===== src/rtl/ts_merge_if.sv =====
// Timestamp merge bus: per-port input streams, the merged back-pressurable
// output stream, and the per-port drop status.
interface ts_merge_if #(
  parameter int DATA_WIDTH = 96,
  parameter int FP_WIDTH   = 8,
  parameter int NUM_PORTS  = 8,
  parameter int CNT_WIDTH  = 16
);
  localparam int PW = $clog2(NUM_PORTS);

  logic [NUM_PORTS-1:0]            i_ts_valid;
  logic [NUM_PORTS*DATA_WIDTH-1:0] i_ts_data;
  logic [NUM_PORTS*FP_WIDTH-1:0]   i_ts_fp;
  logic                            o_ts_valid;
  logic                            i_ts_ready;
  logic [DATA_WIDTH-1:0]           o_ts_data;
  logic [FP_WIDTH-1:0]             o_ts_fp;
  logic [PW-1:0]                   o_ts_port;
  logic [NUM_PORTS-1:0]            o_ovf;
  logic [NUM_PORTS*CNT_WIDTH-1:0]  o_drop_cnt;

  modport master (
    output i_ts_valid, i_ts_data, i_ts_fp, i_ts_ready,
    input  o_ts_valid, o_ts_data, o_ts_fp, o_ts_port, o_ovf, o_drop_cnt
  );

  modport slave (
    input  i_ts_valid, i_ts_data, i_ts_fp, i_ts_ready,
    output o_ts_valid, o_ts_data, o_ts_fp, o_ts_port, o_ovf, o_drop_cnt
  );
endinterface


===== src/rtl/ts_merge.sv =====
// Collects per-port timestamp returns into small FIFOs and drains them
// round-robin into one registered, back-pressurable output stage.
module ts_merge #(
  parameter int DATA_WIDTH = 96,
  parameter int FP_WIDTH   = 8,
  parameter int NUM_PORTS  = 8,
  parameter int FIFO_DEPTH = 4,
  parameter int CNT_WIDTH  = 16
) (
  input  logic         clk,
  input  logic         rst,
  ts_merge_if.slave    bus
);
  localparam int PW = $clog2(NUM_PORTS);
  localparam int AW = $clog2(FIFO_DEPTH);
  localparam int EW = DATA_WIDTH + FP_WIDTH;

  logic [EW-1:0]        mem_q     [NUM_PORTS][FIFO_DEPTH];
  logic [EW-1:0]        mem_d     [NUM_PORTS][FIFO_DEPTH];
  logic [AW-1:0]        wr_ptr_q  [NUM_PORTS];
  logic [AW-1:0]        wr_ptr_d  [NUM_PORTS];
  logic [AW-1:0]        rd_ptr_q  [NUM_PORTS];
  logic [AW-1:0]        rd_ptr_d  [NUM_PORTS];
  logic [AW:0]          count_q   [NUM_PORTS];
  logic [AW:0]          count_d   [NUM_PORTS];
  logic [CNT_WIDTH-1:0] drop_cnt_q[NUM_PORTS];
  logic [CNT_WIDTH-1:0] drop_cnt_d[NUM_PORTS];
  logic [NUM_PORTS-1:0] ovf_q, ovf_d;
  logic [PW-1:0]        rr_ptr_q, rr_ptr_d;
  logic                 valid_q, valid_d;
  logic [DATA_WIDTH-1:0] data_q, data_d;
  logic [FP_WIDTH-1:0]  fp_q, fp_d;
  logic [PW-1:0]        port_q, port_d;

  logic                 load;
  logic                 found;
  logic [PW-1:0]        grant;
  logic [NUM_PORTS-1:0] pop;
  logic [EW-1:0]        head;

  // First non-empty port at or after rr_ptr, wrapping modulo NUM_PORTS.
  always_comb begin
    int idx;
    idx   = 0;
    found = 1'b0;
    grant = '0;
    for (int i = 0; i < NUM_PORTS; i++) begin
      idx = int'(rr_ptr_q) + i;
      if (idx >= NUM_PORTS) idx = idx - NUM_PORTS;
      if (!found && (count_q[idx] != '0)) begin
        found = 1'b1;
        grant = PW'(idx);
      end
    end
  end

  assign load = ~valid_q | bus.i_ts_ready;
  assign head = mem_q[grant][rd_ptr_q[grant]];

  always_comb begin
    mem_d      = mem_q;
    wr_ptr_d   = wr_ptr_q;
    rd_ptr_d   = rd_ptr_q;
    count_d    = count_q;
    drop_cnt_d = drop_cnt_q;
    ovf_d      = '0;
    pop        = '0;
    for (int p = 0; p < NUM_PORTS; p++) begin
      logic push;
      push   = 1'b0;
      pop[p] = load & found & (grant == PW'(p));
      if (bus.i_ts_valid[p]) begin
        // A full FIFO still accepts when its head leaves in the same cycle.
        if ((count_q[p] != (AW+1)'(FIFO_DEPTH)) || pop[p]) begin
          push = 1'b1;
          mem_d[p][wr_ptr_q[p]] = {bus.i_ts_data[p*DATA_WIDTH +: DATA_WIDTH],
                                   bus.i_ts_fp[p*FP_WIDTH +: FP_WIDTH]};
          wr_ptr_d[p] = wr_ptr_q[p] + 1'b1;
        end else begin
          ovf_d[p] = 1'b1;
          if (drop_cnt_q[p] != '1) drop_cnt_d[p] = drop_cnt_q[p] + 1'b1;
        end
      end
      if (pop[p]) rd_ptr_d[p] = rd_ptr_q[p] + 1'b1;
      case ({push, pop[p]})
        2'b10:   count_d[p] = count_q[p] + 1'b1;
        2'b01:   count_d[p] = count_q[p] - 1'b1;
        default: count_d[p] = count_q[p];
      endcase
    end
  end

  always_comb begin
    valid_d  = valid_q;
    data_d   = data_q;
    fp_d     = fp_q;
    port_d   = port_q;
    rr_ptr_d = rr_ptr_q;
    if (load) begin
      if (found) begin
        valid_d  = 1'b1;
        data_d   = head[EW-1:FP_WIDTH];
        fp_d     = head[FP_WIDTH-1:0];
        port_d   = grant;
        rr_ptr_d = (grant == PW'(NUM_PORTS-1)) ? '0 : grant + 1'b1;
      end else begin
        valid_d  = 1'b0;
      end
    end
  end

  // Storage has no reset; occupancy alone decides what is readable.
  always_ff @(posedge clk) begin
    mem_q <= mem_d;
  end

  always_ff @(posedge clk or posedge rst) begin
    if (rst) begin
      for (int p = 0; p < NUM_PORTS; p++) begin
        wr_ptr_q[p]   <= '0;
        rd_ptr_q[p]   <= '0;
        count_q[p]    <= '0;
        drop_cnt_q[p] <= '0;
      end
      ovf_q    <= '0;
      rr_ptr_q <= '0;
      valid_q  <= 1'b0;
      data_q   <= '0;
      fp_q     <= '0;
      port_q   <= '0;
    end else begin
      wr_ptr_q   <= wr_ptr_d;
      rd_ptr_q   <= rd_ptr_d;
      count_q    <= count_d;
      drop_cnt_q <= drop_cnt_d;
      ovf_q      <= ovf_d;
      rr_ptr_q   <= rr_ptr_d;
      valid_q    <= valid_d;
      data_q     <= data_d;
      fp_q       <= fp_d;
      port_q     <= port_d;
    end
  end

  assign bus.o_ts_valid = valid_q;
  assign bus.o_ts_data  = data_q;
  assign bus.o_ts_fp    = fp_q;
  assign bus.o_ts_port  = port_q;
  assign bus.o_ovf      = ovf_q;

  for (genvar p = 0; p < NUM_PORTS; p++) begin : g_drop
    assign bus.o_drop_cnt[p*CNT_WIDTH +: CNT_WIDTH] = drop_cnt_q[p];
  end
endmodule


===== src/flat_wrapper.sv =====
// flat-port wrapper written by rule: the top's interface ports become plain ports
module ts_merge_flat 
#(
  parameter int DATA_WIDTH = 96,
  parameter int FP_WIDTH   = 8,
  parameter int NUM_PORTS  = 8,
  parameter int FIFO_DEPTH = 4,
  parameter int CNT_WIDTH  = 16
)
  (clk, rst, bus_i_ts_valid, bus_i_ts_data, bus_i_ts_fp, bus_i_ts_ready, bus_o_ts_valid, bus_o_ts_data, bus_o_ts_fp, bus_o_ts_port, bus_o_ovf, bus_o_drop_cnt);
  ts_merge_if #(.DATA_WIDTH(DATA_WIDTH), .FP_WIDTH(FP_WIDTH), .NUM_PORTS(NUM_PORTS), .CNT_WIDTH(CNT_WIDTH)) bus_i ();
  input  logic clk;
  input  logic rst;
  input wire logic [$bits(bus_i.i_ts_valid)-1:0] bus_i_ts_valid;
  input wire logic [$bits(bus_i.i_ts_data)-1:0] bus_i_ts_data;
  input wire logic [$bits(bus_i.i_ts_fp)-1:0] bus_i_ts_fp;
  input wire logic [$bits(bus_i.i_ts_ready)-1:0] bus_i_ts_ready;
  output wire logic [$bits(bus_i.o_ts_valid)-1:0] bus_o_ts_valid;
  output wire logic [$bits(bus_i.o_ts_data)-1:0] bus_o_ts_data;
  output wire logic [$bits(bus_i.o_ts_fp)-1:0] bus_o_ts_fp;
  output wire logic [$bits(bus_i.o_ts_port)-1:0] bus_o_ts_port;
  output wire logic [$bits(bus_i.o_ovf)-1:0] bus_o_ovf;
  output wire logic [$bits(bus_i.o_drop_cnt)-1:0] bus_o_drop_cnt;
  assign bus_i.i_ts_valid = bus_i_ts_valid;
  assign bus_i.i_ts_data = bus_i_ts_data;
  assign bus_i.i_ts_fp = bus_i_ts_fp;
  assign bus_i.i_ts_ready = bus_i_ts_ready;
  assign bus_o_ts_valid = bus_i.o_ts_valid;
  assign bus_o_ts_data = bus_i.o_ts_data;
  assign bus_o_ts_fp = bus_i.o_ts_fp;
  assign bus_o_ts_port = bus_i.o_ts_port;
  assign bus_o_ovf = bus_i.o_ovf;
  assign bus_o_drop_cnt = bus_i.o_drop_cnt;
  ts_merge #(.DATA_WIDTH(DATA_WIDTH), .FP_WIDTH(FP_WIDTH), .NUM_PORTS(NUM_PORTS), .FIFO_DEPTH(FIFO_DEPTH), .CNT_WIDTH(CNT_WIDTH)) u_core (.clk(clk), .rst(rst), .bus(bus_i));
endmodule

===== config.mk =====
export PLATFORM = sky130hd
export DESIGN_NAME = ts_merge_flat
export DESIGN_NICKNAME = d
export VERILOG_FILES = /design/src/rtl/ts_merge_if.sv /design/src/rtl/ts_merge.sv /design/src/flat_wrapper.sv
export SDC_FILE = /design/constraint.sdc
export NUM_CORES = 2
export LEC_CHECK = 0
export CAP_MARGIN = 5
export CORE_ASPECT_RATIO = 0.5
export CORE_MARGIN = 2
export CORE_UTILIZATION = 27
export CTS_CLUSTER_SIZE = 20
export DETAILED_ROUTE_END_ITERATION = 12
export SLEW_MARGIN = 20
export SYNTH_ARGS = -nofsm -noshare
export SYNTH_HDL_FRONTEND = slang
export SYNTH_SLANG_ARGS = --single-unit

===== constraint.sdc =====
create_clock -name clk -period 11.1 [get_ports clk]
set_input_delay 2.22 -clock clk [delete_from_list [all_inputs] [get_ports clk]]
set_output_delay 2.22 -clock clk [all_outputs]
set_load 0.05 [all_outputs]

Word level (Yosys, flattened, before mapping)
Index checks and enable logic that the tools add are counted.
Widths: inputs -> output; s select.
Word-level totals
  output and inout port bits: 244
  input port bits: 843
  flip-flop bits (word level): 3631
  logic and storage cells: 423
Cells by class
  bitwise gates (word level): 37
  add/subtract/negate cells: 56
  eq/ne operators: 39
  reduce and logical (&&, ||, !) cells: 64
  order comparisons: 34
  muxes and demuxes: 123
Operator list (count)
  $bwmux 416: 8
  $demux 104 s2: 8
  $bmux 416 s3: 1
  $mux 104: 10
  $mux 416: 2
  $ge 32x4->1 const B: 8
  $mux 32: 8
  $not 32->32: 8
  $ge 32x5->1 const B: 7
  $sub 32x5->32 const B: 7
  $bmux 104 s2: 1
  $add 16x1->16 const B: 8
  $ne 16x16->1 const B: 8
  $mux 3: 25
  $bmux 3 s3: 8
  $pmux 3 s2: 8
  $mux 1: 41
  $add 2x1->2 const B: 16
  $add 3x1->3 const B: 9
  $ge 3x3->1 const B: 9
  $not 2->3: 9
  $lt 3x1->1 const B: 8
  $ne 3x3->1 const B: 8
  $reduce_and 3->1: 8
  other kinds (25): 120

Logic depth before layout (Yosys ltp)
  word-level depth: 37
  mapped depth: 28
  depth with buffers taken out: 21

Worst setup path after synthesis
OpenSTA, ideal clock, no wires.
  path kind: register -> register
  start point: register u_core.rr_ptr_q[1]
  end point: register u_core.mem_q[0] (netlist name), enable pin
  cell stages (with the launch flop): 20
  clock period less this slack: 7441 ps
  arrival time: 6966 ps
  buffers on the path: 7
  required time: 10625 ps
  library setup time: 475 ps
  setup slack: 3659 ps
  cell sequence: dfrtp_1 > clkbuf_1 > clkbuf_1 > inv_1 > ha_1 > clkbuf_1 > a2111oi_0 > a31oi_1 > and4b_1 > nand4b_4 > nand3_4 > buf_2 > buf_2 > buf_2 > buf_2 > ha_1 > ha_1 > nand2_1 > a31oi_1 > and2_1
Between the ends
  longest elaborated chain between the ends: 33
  elaborated cells on any way between the ends: 106
  those cells by class: add/sub: 15; order compare: 8; eq/ne: 1; mux: 48; bitwise: 10; reduce/logical: 24
Ends and longest elaborated chain
  from (decl): line ts_merge.sv:29  | logic [PW-1:0] rr_ptr_q, rr_ptr_d;
  from (signal assigned): line ts_merge.sv:137  | rr_ptr_q <= rr_ptr_d;
  parallel branches: the longest is 28 deep, another holds $sub 32x5->32
  $mux 3 (*): line ts_merge.sv:50  | if (!found && (count_q[idx] != '0)) begin
  net u_core.grant[1]: line ts_merge.sv:37  | logic [PW-1:0] grant;
  $eq 3x3->1 (*): line ts_merge.sv:71  | pop[p] = load & found & (grant == PW'(p));
  $and 1x1->1 (*): line ts_merge.sv:71
  $logic_or 1x1->1 (*): line ts_merge.sv:74  | if ((count_q[p] != (AW+1)'(FIFO_DEPTH)) || pop[p]) begin
  $reduce_and 2->1 (no source line) (*)
  to (signal assigned): line ts_merge.sv:114  | mem_q <= mem_d;
  to (decl): line ts_merge.sv:18  | logic [EW-1:0] mem_q [NUM_PORTS][FIFO_DEPTH];
Mark *: on every way through the listed nets, which the timed path passes. The select of a mux whose other input is x is not followed.
A chain may end at the register's enable or synchronous reset.

Final worst setup path
  start point: register u_core.rr_ptr_q[1]
  end point: register u_core.mem_q[738] (netlist name), enable pin
Between the ends
  longest elaborated chain between the ends: 33
  elaborated cells on any way between the ends: 106
  those cells by class: add/sub: 15; order compare: 8; eq/ne: 1; mux: 48; bitwise: 10; reduce/logical: 24
Ends and longest elaborated chain (line)
  parallel branches: the longest is 30 deep, another holds $sub 32x5->32
  $and 1x1->1 (*): ts_merge.sv:71
  $logic_or 1x1->1 (*): ts_merge.sv:74
  $reduce_and 2->1 (no source line) (*)
Every way passes the cells marked *. The select of a mux whose other input is x is not followed.

==> key figures <==
Synth
  • Part of the Yosys area used for sequential elements: 0.757
  • Post-synth cell types: 86
  • Fraction of the mapped netlist area in simple logic gates: 0.0607
  • Synthesized cell area: 142000 µm²
  • Synth Area in XOR/XNOR: 0.0105
  • Yosys warns: 0
  • Yosys reg bits: 3631
  • Post-Synthesis Cells: 7959
  • Main area contributors after synthesis: edfxtp_1, mux4_2, dfrtp_1, nand2_1, nand3_1
  • Mean Syn Cell Area: 17.8 µm²
  • Compound-Gate Fraction of Synth Area: 0.0380
  • Number of flops mapped to enable cells by yosys: 3328
  • Area share of the largest cell type after synthesis: 0.704
  • Synth area leader: edfxtp_1
  • Syn_nets: 8865
  • Ys async rst share: 0.0834
  • Adder-Cell Fraction of Synth Area: 0.00598
  • Main synth FF type: edfxtp_1
  • Largest family of logic cells by synthesized area: multiplexers
  • Post-synthesis mux area share: 0.109

Hold path
  • Min-Delay Path Class: flip-flop to flip-flop
  • Hold depth: 1

Finish
  • Share of layout cells above drive strength 1: 0.147
  • Commonest non-fill, non-tap cell in the layout: edfxtp_1
  • Nets: 9984
  • Filler Cells Inserted: 50112
  • Area growth syn-to-layout: 22.3%
  • Non-filler instance count after layout: 16655
  • Commonest cells after routing, fill and taps aside: edfxtp_1, clkdlybuf4s50_1, nand2_1
  • Multi-input logic area: 32000 µm²
  • FF+latch area: 108000 µm²

STA
  • Max-slew violation count: 0
  • Pin slew with the least headroom to its limit: 1280 ps
  • Rel. slew slack: 0.149
  • Final period util: 0.750
  • Setup violations, final: 0
  • Crit path time final: 8330 ps
  • Fmax: 120 MHz
  • RSZ-0062 raised after global routing: false
  • Fin. Hold Viols: 0
  • Setup TNS: 0 ps
  • Clock skew: 90.7 ps
  • Post-route setup slack: 2770 ps

Clock tree
  • Resize count post-CTS: 0
  • CTS hold repair buffers: 0
  • H-tree depth: 5
  • Post CTS Setup Buffer Count: 0
  • CTS Buf Count: 367
  • Clock Tree Root: clkbuf_16
  • Sinks on the clock net: 3631
  • Worst skew pair latency: 970 ps
  • CTS clk-pin slew, worst paths: 60 ps
  • Max Root-Sink Buffers: 4
  • CTS tree: yes

Die
  • Width of the die: 1030 µm
  • Die height: 517 µm
  • Ports: 1087
  • Core Footprint: 524000 µm²
  • Initial Utilization: 0.271
  • # rows: 188
  • Area of the die: 532000 µm²

Worst setup path
  • Most frequent CP cell: ha_1
  • CP cell instances: inv_1 -> ha_1 -> nor4_1 -> a2111oi_0 -> a31oi_1 -> nand3_1 -> a211oi_2 -> o21ai_1 -> nand2_8 -> inv_8 -> ha_1 -> and2_1 -> nand2_1 -> a21boi_1 -> and2_4 -> buf_4
  • Critical Path AT: 8870 ps
  • Cell depth of the worst flop-to-flop path: 16
  • Worst Path Required: 11640 ps
  • CP endpoint kind: flip-flop
  • CP max FO: 81
  • Crit start category: flip-flop
  • Crit path kind: flip-flop to flip-flop
  • Slowest cell on crit path: and2_4
  • Max incr delay on CP: 880 ps

Route
  • Final wirelength: 522000 µm
  • Via count: 84723
  • Drt pass-1 iters: 6
  • Metal3 WL: 34600 µm
  • DR top layer: met4
  • Routed Antenna Nets: 0
  • Per-cell routed wire length: 31.3 µm
  • Drc violations: 0
  • Routed met1 length: 179000 µm
  • DR vias/cell: 5.09
  • Met2 WL: 266000 µm
  • DR iter-0 viols: 11895

Global routing
  • Vias in the first global route: 82852
  • Pin count of the biggest net entering global routing: 169
  • First-pass GRT wire length: 699000 µm
  • Global route overflow: 0
  • Gr usage total: 0.188
  • Initial antenna violation count: 384

Power
  • P_leak: 56.6 nW
  • Pwr/cell area: 349 nW/µm²
  • VDD IR max: 0.000907 V

Place
  • Post-DP HPWL: 320000 µm
  • Placer Congestion: 0.848
  • DP Worst Slack: 2900 ps
  • I/O Buffers: 1086
  • Post-Place Cells: 15739

Run
  • Max-Cap Viols: 0

Status
  • Outcome: finished clean
==> sequential cells by signal, summed over array words and instances (netlist names) <==
signal                 flops
u_core.rr_ptr_q            3
u_core.count_q            24
u_core.bus.o_ts_valid      1
u_core.rd_ptr_q           16
u_core.mem_q            3328
u_core.bus.o_ts_port       3
u_core.bus.o_ts_data      96
u_core.bus.o_ts_fp         8
u_core.bus.o_drop_cnt    128
u_core.wr_ptr_q           16
u_core.bus.o_ovf           8
==> per-stage QoR <==
step           power [W]   util  hold slack (ps)  instance area, µm²
2_1_floorplan     0.0381      -              444              142000
3_3_place_gp      0.0476  0.307              459              161000
3_5_place_dp      0.0478  0.307              465              161000
4_1_cts           0.0604  0.330              473              173000
5_1_grt           0.0626  0.331              486              174000
6_report          0.0606  0.331              467              174000
==> cell usage after synthesis (40+ instances only) <==
cell      instances
edfxtp_1       3328
nand2_1         914
nand3_1         678
mux4_2          526
dfrtp_1         303
clkbuf_1        269
mux2i_1         229
nor2_1          185
mux2_2          117
a21oi_1         112
a31oi_1         112
xnor2_1         110
a22oi_1         109
o22ai_1         106
a31o_1          104
a32oi_1         104
buf_2           101
inv_1            85
xor2_1           59
ha_1             55
and2_1           43
buf_6            40
==> routing by layer <==
| layer | up-vias | track usage |
|---|---|---|
| met5 | - | 0 |
| met4 | 0 | 0.155 |
| li1 | 34011 | - |
| met2 | 5142 | 0.321 |
| met3 | 1281 | 0.0232 |
| met1 | 44289 | 0.212 |
==> cells by family after synthesis <==
logic type | count (synthesis)
AOI/OAI and AO/OA | 736
xor gates and xnor gates | 170
adders and majority gates | 63
buffers and inverters | 547
DFF | 3631
muxes | 872
and+or+nand+nor | 1940
==> path summary, 6_finish.rpt <==
| check | start | to | slack (ps) |
|---|---|---|---|
| max | u_core.rr_ptr_q[1]$_DFFE_PP0P_ | u_core.mem_q[738]$_DFFE_PP_ | 2770 |
| min reg2reg | u_core.rd_ptr_q[7]$_DFFE_PP0P_ | u_core.rd_ptr_q[7]$_DFFE_PP0P_ | 470 |
| max reg2reg | u_core.rr_ptr_q[1]$_DFFE_PP0P_ | u_core.mem_q[738]$_DFFE_PP_ | 2770 |
| max in group asynchronous | rst | u_core.bus.o_ts_data[90]$_DFFE_PP0P_ | 6980 |
| min in group asynchronous | rst | u_core.bus.o_ts_data[6]$_DFFE_PP0P_ | 1750 |
| min | u_core.rd_ptr_q[7]$_DFFE_PP0P_ | u_core.rd_ptr_q[7]$_DFFE_PP0P_ | 470 |
==> critical path: cells and delay by family, from the launching register on <==
kind                       cells  cell delay [ps]
and+or+nand+nor                6             1970
AOI/OAI and AO/OA              5             2280
DFF                            1              750
adders and majority gates      2              980
buffers and inverters          3             1790
==> cell type report <==
cell class                 count  share of cell area
tap                         7030              0.0507
multi-input combinational   3781               0.184
clock inverter               192              0.0116
clock buffer                 496              0.0587
inverter                      89             0.00210
antenna                      228             0.00329
sequential                  3631               0.619
timing repair buffer        1208              0.0704
==> report_power, final <==
group          total (W)  leakage (nW)  internal (W)  switching [W]
logic             0.0288          16.4        0.0101         0.0187
registers         0.0191          34.2        0.0181       0.000980
clock network     0.0127          5.97       0.00732        0.00538
total             0.0606          56.6        0.0356         0.0251
Power figures use the tool's default switching activity.
